### src/rtl/uart_pkg.sv
// uart_pkg: shared UART types and constants (transmitter FSM states, parity modes, default baud divisor).
package uart_pkg;
  typedef enum logic [2:0] {IDLE, START, DATA, PARITY, STOP} uart_tx_state_e;
  localparam int PARITY_NONE = 0;
  localparam int PARITY_EVEN = 1;
  localparam int PARITY_ODD = 2;
  localparam logic [15:0] BAUD_CNT_MAX_DEF = 16'd5208;
endpackage

### src/rtl/uart_tx_cfg_if.sv
// uart_tx_cfg_if: bus-side write port and serial output of the configurable UART transmitter.
interface uart_tx_cfg_if #(
  parameter int DATA_BITS = 8,
  parameter int FIFO_DEPTH = 4
);
  logic [DATA_BITS-1:0] data_i;
  logic en_i;
  logic full_o;
  logic busy_o;
  logic [$clog2(FIFO_DEPTH):0] level_o;
  logic Tx_o;
  modport master(output data_i, en_i, input full_o, busy_o, level_o, Tx_o);
  modport slave(input data_i, en_i, output full_o, busy_o, level_o, Tx_o);
endinterface

### src/rtl/uart_tx_fifo.sv
// uart_tx_fifo: synchronous FIFO with level count; pushes while full are dropped even when popping.
module uart_tx_fifo #(
  parameter int W = 8,
  parameter int DEPTH = 4,
  parameter int AW = $clog2(DEPTH)
) (
  input  logic clk,
  input  logic rst,
  input  logic push,
  input  logic pop,
  input  logic [W-1:0] din,
  output logic [W-1:0] dout,
  output logic full,
  output logic empty,
  output logic [AW:0] level
);
  logic [W-1:0] mem_q [DEPTH];
  logic [AW-1:0] wr_q, wr_d, rd_q, rd_d;
  logic [AW:0] level_q, level_d;
  logic push_ok, pop_ok;
  assign full = level_q == (AW+1)'(DEPTH);
  assign empty = level_q == '0;
  assign level = level_q;
  assign dout = mem_q[rd_q];
  always_comb begin
    push_ok = push && !full;
    pop_ok = pop && !empty;
    wr_d = push_ok ? wr_q + AW'(1) : wr_q;
    rd_d = pop_ok ? rd_q + AW'(1) : rd_q;
    level_d = level_q + (AW+1)'(push_ok) - (AW+1)'(pop_ok);
  end
  always_ff @(posedge clk) if (push_ok) mem_q[wr_q] <= din;
  always_ff @(posedge clk or posedge rst) begin
    if (rst) begin
      wr_q <= '0;
      rd_q <= '0;
      level_q <= '0;
    end else begin
      wr_q <= wr_d;
      rd_q <= rd_d;
      level_q <= level_d;
    end
  end
endmodule

### src/rtl/uart_tx_cfg.sv
// uart_tx_cfg: parametrised UART transmitter (data bits, parity, stop bits, baud divisor).
// UART_TX_FIFO_EN selects a TX FIFO; otherwise a write is taken straight into the shifter.
module uart_tx_cfg
  import uart_pkg::*;
#(
  parameter int DATA_BITS = 8,
  parameter logic [15:0] BAUD_CNT_MAX = BAUD_CNT_MAX_DEF,
  parameter int PARITY_MODE = PARITY_NONE,
  parameter int STOP_BITS = 1,
  parameter int FIFO_DEPTH = 4
) (
  input logic clk,
  input logic rst,
  uart_tx_cfg_if.slave bus
);
  localparam int BW = $clog2(DATA_BITS + 1);
  uart_tx_state_e state_q, state_d;
  logic [15:0] cnt_q, cnt_d;
  logic [BW-1:0] idx_q, idx_d;
  logic [DATA_BITS-1:0] sh_q, sh_d, payload;
  logic par_q, par_d, stop_q, stop_d, tx_q, tx_d;
  logic avail, tick, last_stop, load;
`ifdef UART_TX_FIFO_EN
  logic empty;
  uart_tx_fifo #(.W(DATA_BITS), .DEPTH(FIFO_DEPTH)) u_fifo (
    .clk(clk), .rst(rst), .push(bus.en_i), .pop(load), .din(bus.data_i),
    .dout(payload), .full(bus.full_o), .empty(empty), .level(bus.level_o)
  );
  assign avail = !empty;
`else
  localparam int LW = $clog2(FIFO_DEPTH) + 1;
  // Without a FIFO the write strobe itself is "data available"; it only lands when load fires.
  assign avail = bus.en_i;
  assign payload = bus.data_i;
  assign bus.full_o = state_q != IDLE;
  assign bus.level_o = LW'(0);
`endif
  assign tick = cnt_q == BAUD_CNT_MAX;
  assign last_stop = state_q == STOP && tick && stop_q == 1'(STOP_BITS - 1);
  assign load = (state_q == IDLE || last_stop) && avail;
  assign bus.busy_o = state_q != IDLE || bus.level_o != '0;
  assign bus.Tx_o = tx_q;
  always_comb begin
    state_d = state_q;
    cnt_d = (state_q == IDLE || tick) ? '0 : cnt_q + 16'd1;
    idx_d = idx_q;
    sh_d = sh_q;
    par_d = par_q;
    stop_d = stop_q;
    if (load) begin
      state_d = START;
      sh_d = payload;
      par_d = ^payload ^ (PARITY_MODE == PARITY_ODD);
      stop_d = 1'b0;
    end else if (tick) begin
      case (state_q)
        START: begin
          state_d = DATA;
          idx_d = '0;
        end
        DATA: begin
          sh_d = sh_q >> 1;
          idx_d = idx_q + BW'(1);
          if (idx_q == BW'(DATA_BITS - 1))
            state_d = (PARITY_MODE == PARITY_EVEN || PARITY_MODE == PARITY_ODD) ? PARITY : STOP;
        end
        PARITY: state_d = STOP;
        STOP: begin
          state_d = last_stop ? IDLE : STOP;
          stop_d = 1'b1;
        end
        default: ;
      endcase
    end
    // Line level follows the next state so Tx_o comes straight from a flop.
    tx_d = state_d == START ? 1'b0 : state_d == DATA ? sh_d[0] : state_d == PARITY ? par_d : 1'b1;
  end
  always_ff @(posedge clk or posedge rst) begin
    if (rst) begin
      state_q <= IDLE;
      cnt_q <= '0;
      idx_q <= '0;
      sh_q <= '0;
      par_q <= 1'b0;
      stop_q <= 1'b0;
      tx_q <= 1'b1;
    end else begin
      state_q <= state_d;
      cnt_q <= cnt_d;
      idx_q <= idx_d;
      sh_q <= sh_d;
      par_q <= par_d;
      stop_q <= stop_d;
      tx_q <= tx_d;
    end
  end
endmodule

### src/flat_wrapper.sv
// flat-port wrapper written by rule: the top's interface ports become plain ports
module uart_tx_cfg_flat import uart_pkg::*;
#(
  parameter int DATA_BITS = 8,
  parameter logic [15:0] BAUD_CNT_MAX = BAUD_CNT_MAX_DEF,
  parameter int PARITY_MODE = PARITY_NONE,
  parameter int STOP_BITS = 1,
  parameter int FIFO_DEPTH = 4
)
  (clk, rst, bus_data_i, bus_en_i, bus_full_o, bus_busy_o, bus_level_o, bus_Tx_o);
  uart_tx_cfg_if #(.DATA_BITS(DATA_BITS), .FIFO_DEPTH(FIFO_DEPTH)) bus_i ();
  input logic clk;
  input logic rst;
  input wire logic [$bits(bus_i.data_i)-1:0] bus_data_i;
  input wire logic [$bits(bus_i.en_i)-1:0] bus_en_i;
  output wire logic [$bits(bus_i.full_o)-1:0] bus_full_o;
  output wire logic [$bits(bus_i.busy_o)-1:0] bus_busy_o;
  output wire logic [$bits(bus_i.level_o)-1:0] bus_level_o;
  output wire logic [$bits(bus_i.Tx_o)-1:0] bus_Tx_o;
  assign bus_i.data_i = bus_data_i;
  assign bus_i.en_i = bus_en_i;
  assign bus_full_o = bus_i.full_o;
  assign bus_busy_o = bus_i.busy_o;
  assign bus_level_o = bus_i.level_o;
  assign bus_Tx_o = bus_i.Tx_o;
  uart_tx_cfg #(.DATA_BITS(DATA_BITS), .BAUD_CNT_MAX(BAUD_CNT_MAX), .PARITY_MODE(PARITY_MODE), .STOP_BITS(STOP_BITS), .FIFO_DEPTH(FIFO_DEPTH)) u_core (.clk(clk), .rst(rst), .bus(bus_i));
endmodule
### config.mk
export PLATFORM = sky130hd
export DESIGN_NAME = uart_tx_cfg_flat
export DESIGN_NICKNAME = d
export VERILOG_FILES = /design/src/rtl/uart_pkg.sv /design/src/rtl/uart_tx_cfg_if.sv /design/src/rtl/uart_tx_fifo.sv /design/src/rtl/uart_tx_cfg.sv /design/src/flat_wrapper.sv
export SDC_FILE = /design/constraint.sdc
export NUM_CORES = 1
export LEC_CHECK = 0
export CAP_MARGIN = 30
export CORE_ASPECT_RATIO = 0.9
export CORE_UTILIZATION = 45
export CTS_BUF_LIST = sky130_fd_sc_hd__clkbuf_2 sky130_fd_sc_hd__clkbuf_4 sky130_fd_sc_hd__clkbuf_8
export CTS_CLUSTER_DIAMETER = 40
export DETAILED_ROUTE_END_ITERATION = 6
export MAX_ROUTING_LAYER = met4
export PLACE_DENSITY_LB_ADDON = 0.12
export SLEW_MARGIN = 30
export SYNTH_ARGS = -nofsm -noshare
export SYNTH_HDL_FRONTEND = slang
export SYNTH_SLANG_ARGS = --single-unit
### constraint.sdc
create_clock -name clk -period 4 [get_ports clk]
set_input_delay 0.6 -clock clk [delete_from_list [all_inputs] [get_ports clk]]
set_output_delay 0.6 -clock clk [all_outputs]
set_load 0.02 [all_outputs]
==> After elaboration in Yosys (flattened, before gate mapping) <==
Index checks and enable logic that the tools add are counted.
{ "op_classes": {"n_addsub": 2, "n_eq_ne": 9, "n_mux": 17, "bitwise": 2, "reduce_logical": 15} }
{ "ops": {"columns": ["cell", "n"], "rows": [
  ["$mux 8", 3],
  ["$add 16x1->16 const B", 1],
  ["$eq 16x13->1 const B", 1],
  ["$mux 16", 1],
  ["$eq 3x2->1 const B", 4],
  ["$mux 3", 4],
  ["$pmux 3 s4", 1],
  ["$pmux 4 s2", 1],
  ["$reduce_bool 2->1", 4],
  ["$reduce_xor 8->1", 1],
  ["$mux 1", 7],
  ["$eq 3x1->1 const B", 2],
  ["$add 4x1->4 const B", 1],
  ["$eq 4x3->1 const B", 1],
  ["$reduce_and 2->1", 2],
  ["$eq 3x3->1 const B", 1],
  ["$logic_and 1x1->1", 3],
  ["$logic_not 3->1", 1],
  ["$reduce_and 3->1", 1],
  ["$reduce_bool 3->1", 1],
  ["$logic_or 1x1->1", 2],
  ["$not 1->1", 2]
]} }
{ "totals": {"regBits": 34, "in_bits": 11, "elab_cells": 53} }

==> Longest topological paths before layout <==
{ "depth": {"ltp_word": 11, "mapped_depth": 8, "depth_no_buf": 7} }

==> Least setup slack after synthesis <==
Ideal clock, no wire load.
{ "synth_timing": {"path_kind": "input -> register", "start": "input bus_en_i", "end": "register u_core.sh_q[1]", "setup_time_ps": 126, "arrival_time_ps": 1751, "slack_ps": 2123, "path_stages": 5, "n_path_buf": 0, "cell_sequence": "or3b_1 -> or2_1 -> o31a_1 -> nor2b_4 -> a221o_1"} }
{ "synth_via": {"elab_chain_len": 3} }
{ "synth_lines": {"columns": ["item", "line_no", "text"], "rows": [
  ["start: declaration", "flat_wrapper.sv:15", "input wire logic [$bits(bus_i.en_i)-1:0] bus_en_i;"],
  ["$logic_and 1x1->1 *", "uart_tx_cfg.sv:40", "assign load = (state_q == IDLE || last_stop) && avail;"],
  ["$reduce_bool 2->1 (no line)", null, null],
  ["$reduce_and 2->1 (no line)", null, null],
  ["end signal: assignment", "uart_tx_cfg.sv:83", "sh_q <= '0;"],
  ["end signal: assignment", "uart_tx_cfg.sv:91", "sh_q <= sh_d;"],
  ["end: declaration", "uart_tx_cfg.sv:20", "logic [DATA_BITS-1:0] sh_q, sh_d, payload;"]
]} }
Mark *: on every way between the ends. The rest lies on a longest branch, timed or not.
A chain may end at the register's enable or synchronous reset.

==> Worst setup path after layout <==
{ "layout_timing": {"start": "register u_core.state_q[1]", "end": "output bus_full_o"} }
{ "layout_via": {"elab_chain_len": 1} }
{ "layout_lines": {"columns": ["item", "line_no", "text"], "rows": [
  ["start: declaration", "uart_tx_cfg.sv:17", "uart_tx_state_e state_q, state_d;"],
  ["start signal: assignment", "uart_tx_cfg.sv:88", "state_q <= state_d;"],
  ["$reduce_bool 3->1", "uart_tx_cfg.sv:35", "assign bus.full_o = state_q != IDLE;"],
  ["end: declaration", "flat_wrapper.sv:16", "output wire logic [$bits(bus_i.full_o)-1:0] bus_full_o;"]
]} }
No other way between the ends.

==> flow_summary_export.csv <==
group,metric,value,unit
global_routing,grt_max_degree,35,
layout,area.growth.synth_to_final,12.76,%
layout,final_cell_mix,"33 x dfrtp_1, 21 x nor2_1, 13 x xnor2_1, 13 x clkdlybuf4s50_1",
clock_tree,cts_buffers,5,
power,seqPwrFrac,45.1,%
placement,io_buffer_count,13,
placement,detailedPlacementHpwl,2562,um
flow_run,max_cap_violations,0,
placement,dp_slack,1402,ps
logic_synthesis,ys_types,50,
clock_tree,cts_resized,0,
worst_hold_path,worstHoldPathType,"reg2reg",
clock_tree,post-cts-setup-buffers,0,
clock_tree,clkTransAtPathRegs,70,ps
power,power_density,358.3,nW/um2
timing,setup-violations-final,0,
detailed_routing,wl,3706,um
layout,diodes,0,
floorplan,pin_count,17,
timing,fmax,399.9,MHz
critical_path,worstReg2RegEnd,"u_core.bus.Tx_o$_DFF_PP1_",
critical_path,r2r-start,"u_core.cnt_q[0]$_DFF_PP0_",
layout,drive_gt1_share,10.95,%
critical_path,cp_slowest_stage_delay,560,ps
worst_hold_path,holdPathEnd,"u_core.cnt_q[0]$_DFF_PP0_",
floorplan,die_h,64.62,um
global_routing,grt_pass1_wl,6610,um
clock_tree,cts-root-buf,"clkbuf_8",
critical_path,rrSetupSlack,1670,ps
global_routing,grt_pass1_vias,1465,
logic_synthesis,synth.yosys.warnings,0,
critical_path,crit_path_top_delay_cell,"dfrtp_1",
timing,rsz0062_at_grt,"false",
timing,setup-tns-final,0,ps
floorplan,die_w,71.58,um
power,power.leakage,0.9753,nW
worst_hold_path,whs_path_depth,1,
placement,place_congestion,0.8113,
timing,holdWs,485.6,ps
critical_path,worstSetupEndpointType,"primary output",
timing,hold_viol_final,0,
critical_path,reg2regPathDepth,7,
worst_hold_path,hold_start,"u_core.cnt_q[0]$_DFF_PP0_",
power,switching_share,19.01,%
logic_synthesis,synth_area,1961,um2
power,pwr-share-comb,5.5,%
clock_tree,clkLatencyLatePin,290,ps
floorplan,die_area,4625,um2
power,p_clk_share,49.4,%
critical_path,worstPathCellList,"or3_1 > clkdlybuf4s50_1",
logic_synthesis,postSynthAreaPerCell,9.852,um2
logic_synthesis,syn_inst,199,
run_status,status,"completed",
timing,period_share,62.52,%
logic_synthesis,ys_ff_latch,34,
global_routing,antenna_found_initial,0,
detailed_routing,drtPass1Iterations,4,
global_routing,grt_overflow_total,0,
timing,slew_headroom,62.24,%
logic_synthesis,ys_seq_area_share,43.46,%
layout,nets,223,
logic_synthesis,synthArstFlopShare,100.0,%
critical_path,crit_type,"reg2out",
critical_path,worst_ep_required_time,3400,ps
timing,worst_slew_pin_slew,564.3,ps
floorplan,initial_utilization,47.48,%
floorplan,num_rows,22,
global_routing,grt_usage,19.15,%
critical_path,critPathMaxFanout,18,
detailed_routing,final_antenna_net_count,0,
detailed_routing,wl_per_cell,14.36,um
detailed_routing,drc_errors,0,
timing,skew,6.531,ps
critical_path,arrival,1900,ps
clock_tree,cts_sinks,34,
clock_tree,cts_tree,"built",
power,power,0.7922,mW
power,internal-power,0.6416,mW
timing,finalCriticalPeriod,2501,ps
timing,timing.final.ws_setup,1499,ps
detailed_routing,first_iter_violations,69,
critical_path,cp-start-kind,"flip-flop",
timing,maxSlewViolCount,0,
logic_synthesis,synth-edff-count,0,
floorplan,core_region_area,4129,um2
clock_tree,htree_num_levels,2,
logic_synthesis,ys.flop_type,"dfrtp_1",
power,switchingPower,0.1506,mW
detailed_routing,vias,1444,
layout,final_common_cell,"dfrtp_1",
layout,final_core_util,53.55,%
clock_tree,cts_max_path_buffers,2,
power,peakVddDrop,0.0002145,V
clock_tree,hold_buffers,0,
detailed_routing,vias_per_cell,5.597,
==> worst max-delay path by stage <==
stage / from / endpoint / depth (start not counted)
after floorplan: bus_en_i / u_core.sh_q[1]$_DFFE_PP0P_ / 5
after global placement: bus_en_i / u_core.sh_q[1]$_DFFE_PP0P_ / 6
after detailed placement: bus_en_i / u_core.sh_q[3]$_DFFE_PP0P_ / 6
after CTS: u_core.state_q[1]$_DFF_PP0_ / bus_full_o / 2
after global routing: u_core.state_q[1]$_DFF_PP0_ / bus_full_o / 2
final: u_core.state_q[1]$_DFF_PP0_ / bus_full_o / 2
==> state kept, by name, summed over array words and instances, names as in the netlist <==
signal	cells
u_core.cnt_q	16
u_core.state_q	3
u_core.stop_q	1
u_core.sh_q	8
u_core.idx_q	4
u_core.par_q	1
u_core.bus.Tx_o	1
==> power by group through the flow <==
stage	clock [mW]	combinational [mW]	sequential [mW]
after detailed placement	0	0.0449	0.363
after global placement	0	0.0433	0.364
final	0.391	0.0435	0.357
after global routing	0.421	0.0495	0.358
after floorplan	0	0.0304	0.362
after CTS	0.403	0.0447	0.357
==> area by class of cell <==
cell class / instances / area [um2]
Clock inverter: 2 / 60.06
Multi-Input combinational cell: 144 / 980.9
Tap cell: 48 / 60.06
Fill cell: 373 / 1918
Sequential cell: 34 / 852.1
Clock buffer: 6 / 82.58
Timing Repair Buffer: 14 / 137.6
Inverter: 10 / 37.54
==> through the flow <==
stage	area, um2	std cells
floorplan	1968	201
global placement	2068	250
detailed placement	2068	250
CTS	2211	258
global route	2211	258
finish	2211	258
==> critical path, delay by kind of cell, from the launching register on <==
| kind | cells | cell delay (ps) |
|---|---|---|
| buffers and inverters | 1 | 560 |
| DFF | 1 | 560 |
| and+or+nand+nor | 1 | 500 |
==> synth_stat cells, drive strengths merged, types with 4 or more instances <==
cell | n | area [um2]
nand4 | 5 | 31.28
nor2b | 9 | 63.81
and3 | 6 | 41.29
xor2 | 7 | 61.31
nor2 | 21 | 78.83
a221o | 7 | 70.07
o21ai | 10 | 50.05
nand3 | 7 | 35.03
dfrtp | 33 | 825.8
clkbuf | 5 | 32.53
a31oi | 4 | 25.02
or3 | 4 | 26.28
inv | 10 | 37.54
xnor2 | 13 | 113.9
buf | 8 | 65.06
nor4b | 4 | 53.80
nand2 | 9 | 33.78
==> cell families after synthesis <==
| logic type | synth area share, % |
|---|---|
| adders and majority gates | 1.915 |
| and+or+nand+nor | 25.97 |
| DFF | 43.46 |
| buffers and inverters | 6.892 |
| xor gates and xnor gates | 8.934 |
| other | 0.1913 |
| AOI/OAI and AO/OA | 12.64 |
==> routing by layer <==
metal | part of all wire [%] | GRT usage, %
met1 | 50 | 23.93
met2 | 46 | 29.29
met3 | 2.9 | 5.599
met4 | 1.1 | 7.843
met5 | 0 | -
Note: power is estimated with default switching activity, not from simulation.
